`src/rtl/arb_pkg.sv`:
```
// rtl/arb_pkg.sv - shared types and constants for the 4x16 round-robin arbiter
package arb_pkg;

    localparam int NREQ = 4;

    typedef logic [1:0] gnt_idx_t;

    localparam logic EMPTY = 1'b0;
    localparam logic FULL  = 1'b1;

    // mux4way16_gate decodes its select bit-reversed: 0->00, 1->10, 2->01, 3->11
    function automatic logic [1:0] idx_to_sel(input gnt_idx_t idx);
        return {idx[0], idx[1]};
    endfunction

endpackage

```
`src/rtl/mux4way16_gate.sv`:
```
// rtl/mux4way16_gate.sv - existing 4-way 16-bit mux (sel 00=a, 10=b, 01=c, 11=d)
module mux4way16_gate (
    input  logic [15:0] a,
    input  logic [15:0] b,
    input  logic [15:0] c,
    input  logic [15:0] d,
    input  logic [1:0]  sel,
    output logic [15:0] out
);

    logic [15:0] ab;
    logic [15:0] cd;

    assign ab  = sel[1] ? b : a;
    assign cd  = sel[1] ? d : c;
    assign out = sel[0] ? cd : ab;

endmodule

```
`src/rtl/rr_pick4.sv`:
```
// rtl/rr_pick4.sv - combinational round-robin picker scanning from ptr upward
module rr_pick4
    import arb_pkg::*;
(
    input  logic [3:0] in_valid,
    input  gnt_idx_t   ptr,
    output logic       any,
    output gnt_idx_t   gnt,
    output logic [3:0] onehot
);

    always_comb begin
        gnt_idx_t idx;
        any    = 1'b0;
        gnt    = '0;
        onehot = '0;
        idx    = ptr;
        // scan farthest first so the nearest valid requester overwrites last
        for (int k = NREQ - 1; k >= 0; k--) begin
            idx = ptr + gnt_idx_t'(k);
            if (in_valid[idx]) begin
                any = 1'b1;
                gnt = idx;
            end
        end
        if (any) begin
            onehot = 4'b0001 << gnt;
        end
    end

endmodule

```
`src/rtl/rr_arbiter4x16.sv`:
```
// rtl/rr_arbiter4x16.sv - 4-requester round-robin arbiter into a valid/ready stage; ARB_LOCK_EN adds in_lock
module rr_arbiter4x16
    import arb_pkg::*;
#(
    parameter int WIDTH     = 16,
    parameter int RESET_PTR = 0
) (
    input  logic             clk,
    input  logic             reset,
    input  logic [3:0]       in_valid,
    input  logic [WIDTH-1:0] in_data0,
    input  logic [WIDTH-1:0] in_data1,
    input  logic [WIDTH-1:0] in_data2,
    input  logic [WIDTH-1:0] in_data3,
`ifdef ARB_LOCK_EN
    input  logic [3:0]       in_lock,
`endif
    output logic [3:0]       in_ready,
    output logic             out_valid,
    input  logic             out_ready,
    output logic [WIDTH-1:0] out_data,
    output logic [1:0]       out_gnt
);

    logic             state;
    gnt_idx_t         ptr;
    gnt_idx_t         gnt;
    gnt_idx_t         ptr_next;
    logic             any;
    logic [3:0]       onehot;
    logic             accept;
    logic [WIDTH-1:0] mux_out;

    rr_pick4 u_pick (
        .in_valid (in_valid),
        .ptr      (ptr),
        .any      (any),
        .gnt      (gnt),
        .onehot   (onehot)
    );

    mux4way16_gate u_mux (
        .a   (in_data0),
        .b   (in_data1),
        .c   (in_data2),
        .d   (in_data3),
        .sel (idx_to_sel(gnt)),
        .out (mux_out)
    );

    assign out_valid = (state == FULL);
    assign accept    = !out_valid || out_ready;
    assign in_ready  = (!reset && accept) ? onehot : 4'b0000;

`ifdef ARB_LOCK_EN
    // a locked grant keeps top priority for the next cycle
    assign ptr_next = in_lock[gnt] ? gnt : gnt + 2'd1;
`else
    assign ptr_next = gnt + 2'd1;
`endif

    always_ff @(posedge clk) begin
        if (reset) begin
            state    <= EMPTY;
            out_data <= '0;
            out_gnt  <= '0;
            ptr      <= gnt_idx_t'(RESET_PTR);
        end else if (accept) begin
            if (any) begin
                state    <= FULL;
                out_data <= mux_out;
                out_gnt  <= gnt;
                ptr      <= ptr_next;
            end else begin
                state    <= EMPTY;
            end
        end
    end

endmodule

```
`config.mk`:
```
export PLATFORM = sky130hd
export DESIGN_NAME = rr_arbiter4x16
export DESIGN_NICKNAME = d
export VERILOG_FILES = /design/src/rtl/arb_pkg.sv /design/src/rtl/mux4way16_gate.sv /design/src/rtl/rr_pick4.sv /design/src/rtl/rr_arbiter4x16.sv
export SDC_FILE = /design/constraint.sdc
export NUM_CORES = 1
export LEC_CHECK = 0
export CORE_MARGIN = 1.5
export CORE_UTILIZATION = 35
export DETAILED_ROUTE_END_ITERATION = 6
export PLACE_DENSITY_LB_ADDON = 0.25
export SKIP_CTS_REPAIR_TIMING = 1
export SYNTH_ARGS = -nofsm -noshare
export SYNTH_HDL_FRONTEND = slang
export SYNTH_HIERARCHICAL = 1
export SYNTH_SLANG_ARGS = --single-unit
```
`constraint.sdc`:
```
create_clock -name clk -period 7.3 [get_ports clk]
set_clock_uncertainty 0.2 [all_clocks]
set_input_delay 1.46 -clock clk [delete_from_list [all_inputs] [get_ports clk]]
set_output_delay 1.46 -clock clk [all_outputs]
set_load 0.005 [all_outputs]
```
==> summary.md <==
| Metric | Value |
|---|---|
| Worst-case clock buffer depth | `2` |
| Worst reg2reg setup slack | `~4.8 ns` |
| Clock latency on the worst-skew pair | `0.26 ns` |
| Final WL | `a little over 4 mm` |
| Library cell with the largest summed area after synthesis | `dfxtp_1` |
| Area share of the largest cell type after synthesis | `slightly below 30%` |
| Proportion of power drawn by the clock network | `19.7%` |
| Arrival time reported for the critical path endpoint | `3.32 ns` |
| Top fanout value on the critical path | `22` |
| Instance count after placement with tap cells included | `277` |
| Number of flops mapped to enable cells by yosys | `0` |
| Post-route non-filler standard cell count | `281` |
| Startpoint type of the worst setup path | `input pin` |
| TritonCTS clock tree | `built` |
| Final number of max-transition violations | `0` |
| Synth Flop Type | `dfxtp_1` |
| Clock period minus worst slack | `4.98 ns` |
| Total of flip-flops plus latches after synthesis | `21` |
| Normalized max-slew margin | `42.5%` |
| Mean instance size in the synthesized netlist | `9.74 µm²` |
| Count of standard-cell rows | `23` |
| Number of nets in the layout | `between 300 and 400` |
| Diodes inserted | `0` |
| Starting Density | `36.3%` |
| Area of the multi-input gates | `slightly above 900 µm²` |
| Maximum clock frequency | `roughly 0.2 GHz` |
| DR pass1 iterations | `5` |
| Core Footprint | `approximately 0.004 mm²` |
| Die W | `between 60 and 70 µm` |
| Gate count of the mapped netlist | `149` |
| Vertical die dimension | `67.4 µm` |
| Sequential cell area fraction in the yosys report | `29.0%` |
| Clock Pin Slew Worst Setup and Hold Paths | `approximately 0.07 ns` |
| Final core utilization | `59.9%` |
| Final setup fails | `0` |
| Hold violation count in the final report | `0` |
| Worst vdd ir | `roughly 0.068 mV` |
| Count of nets left with antenna violations after detail routing | `0` |
| DRC marker count from the first detailed-route iteration | `around 160` |
| Library cell with the highest instance count after synthesis | `a21oi_1` |
| Netlist area before placement | `0.00145 mm²` |
| Total design power | `387 µW` |
| Total nets after synthesis | `between 200 and 250` |
| Via count | `between 1500 and 2000` |
| Vias in the first global route | `approximately 1500` |
| Die area | `~0.0045 mm²` |
| Total power per unit cell area | `162 mW/mm²` |
| Static Leakage | `0.867 nW` |
| GRT overflow | `0` |
| Async set or reset register ratio after synthesis | `0%` |
| Total clock sinks | `21` |
| Number of H-tree levels | `1` |
| Part of the cycle the worst path needs | `approximately two thirds` |
| Post-detailed-route wirelength per cell | `14.4 µm` |
| P_int | `278 µW` |
| Global-route wire length before repair | `6.39 mm` |
| Max_cap viols | `0` |
| Proportion of power drawn by combinational gates | `44.3%` |
| Result of the run | `finished, final reports clean` |
| Proportion of total power due to net switching | `between 20% and 30%` |
| Largest net degree at the start of global routing | `23` |
| Switch Pwr | `109 µW` |
| Filler instances | `340` |
| Number of distinct library cells after synthesis | `31` |
| Area growth, synth to finish | `65.0%` |
| Total area of sequential cells | `420 µm²` |
| Slew of the pin with the lowest slew margin | `between 0.8 and 0.9 ns` |
| Class of the most critical setup path | `in2out` |
| Final estimated routing congestion in global placement | `0.720` |
| Post-detail-place hpwl | `3.13 mm` |
| Total track usage | `18.0%` |
| DRC violations left | `0` |
| Sequential share of power | `~36%` |
| Leading cell types by count after synthesis | `a21oi_1, dfxtp_1, nand3_1` |
| Crit end category | `output pin` |
| Count of input and output buffers | `93` |
| I/O pin count | `94` |
| Unrepaired setup endpoints after global routing | `false` |
| Initial antenna violation count | `0` |
| Routed vias/inst | `5.39` |
| Leading post-synthesis cells by cell area | `dfxtp_1, mux4_2, mux4_1, a21oi_1, nand3_1` |
| Setup total negative slack | `0 ns` |
| Fraction of final layout cells with drive strength greater than 1 | `between 8 and 9%` |
| Worst hold path type | `reg2reg` |
| Yosys synthesis warning count | `6` |
| Number of CTS-inserted buffers | `3` |
| Clock root buffer | `clkbuf_8` |
| Required time reported for the critical path endpoint | `~5.6 ns` |
## power by group through the flow
stage                     clock network (mW)  logic, mW  registers, mW
after global placement                     0      0.172          0.142
after global routing                  0.0804      0.185          0.141
final                                 0.0762      0.171          0.140
after detailed placement                   0      0.173          0.142
after floorplan                            0     0.0973          0.141
after CTS                             0.0759      0.174          0.139
## cells in the final DEF, fill, tap and decap left out, types with 2 or more instances in the layout
master	instances
nor2_1	7
mux4_1	6
nand3_1	18
clkbuf_8	3
nand2b_1	3
clkdlybuf4s50_1	93
o21ai_0	15
mux4_2	10
nor3_1	2
nand2_1	2
o21ai_1	4
and2_1	4
dfxtp_1	21
inv_2	2
nor2b_1	2
a21oi_1	24
a211oi_2	2
## flip-flops by register name, summed over array words and instances (netlist names)
name	cells
ptr	2
out_valid	1
out_gnt	2
out_data	16
## per-stage QoR
step / instance area [µm²] / worst slack, ns / hold WS (ns)
2_1_floorplan: 1450 / 3.48 / 0.270
5_1_grt: 2390 / 2.24 / 0.308
3_3_place_gp: 2350 / 2.37 / 0.264
4_1_cts: 2390 / 2.33 / 0.279
6_report: 2390 / 2.32 / 0.280
3_5_place_dp: 2350 / 2.32 / 0.269
## logic make-up after synthesis
logic type | Yosys count | synth area share [%]
compound gates | 53 | 21.6
simple gates | 40 | 14.1
mux | 16 | 26.4
xor+xnor | 1 | 0.604
buf+inv | 18 | 8.36
flops | 21 | 29.0
## final cells by class
class	instances	area share [%]
clock buffers	4	1.88
well taps	50	2.61
repair buffers	94	39.2
multi-input cells	110	38.5
inverters	2	0.313
flip-flops and latches	21	17.6
## critical path, stage by stage
cell and delay [ns]:
clkdlybuf4s50_1 1.03, nor2_1 0.18, and2_1 0.21, clkdlybuf4s50_1 0.43
## metal layers
| layer | global-route usage [%] | wire, µm |
|---|---|---|
| met5 | 0 | 0 |
| met4 | 4.59 | 21 |
| met3 | 2.83 | 323 |
| met2 | 31.8 | 2080 |
| met1 | 22.9 | 1610 |
## worst paths after layout
| check | startpoint | to | cells past startpoint |
|---|---|---|---|
| max | reset | in_ready[2] | 4 |
| min | out_gnt[1]$_SDFFE_PP0P_ | out_gnt[1]$_SDFFE_PP0P_ | 2 |
| max reg2reg | ptr[0]$_SDFFE_PP0P_ | out_data[3]$_SDFFE_PP0P_ | 7 |
| min reg2reg | out_gnt[1]$_SDFFE_PP0P_ | out_gnt[1]$_SDFFE_PP0P_ | 2 |
Note: power is estimated with default switching activity, not from simulation.
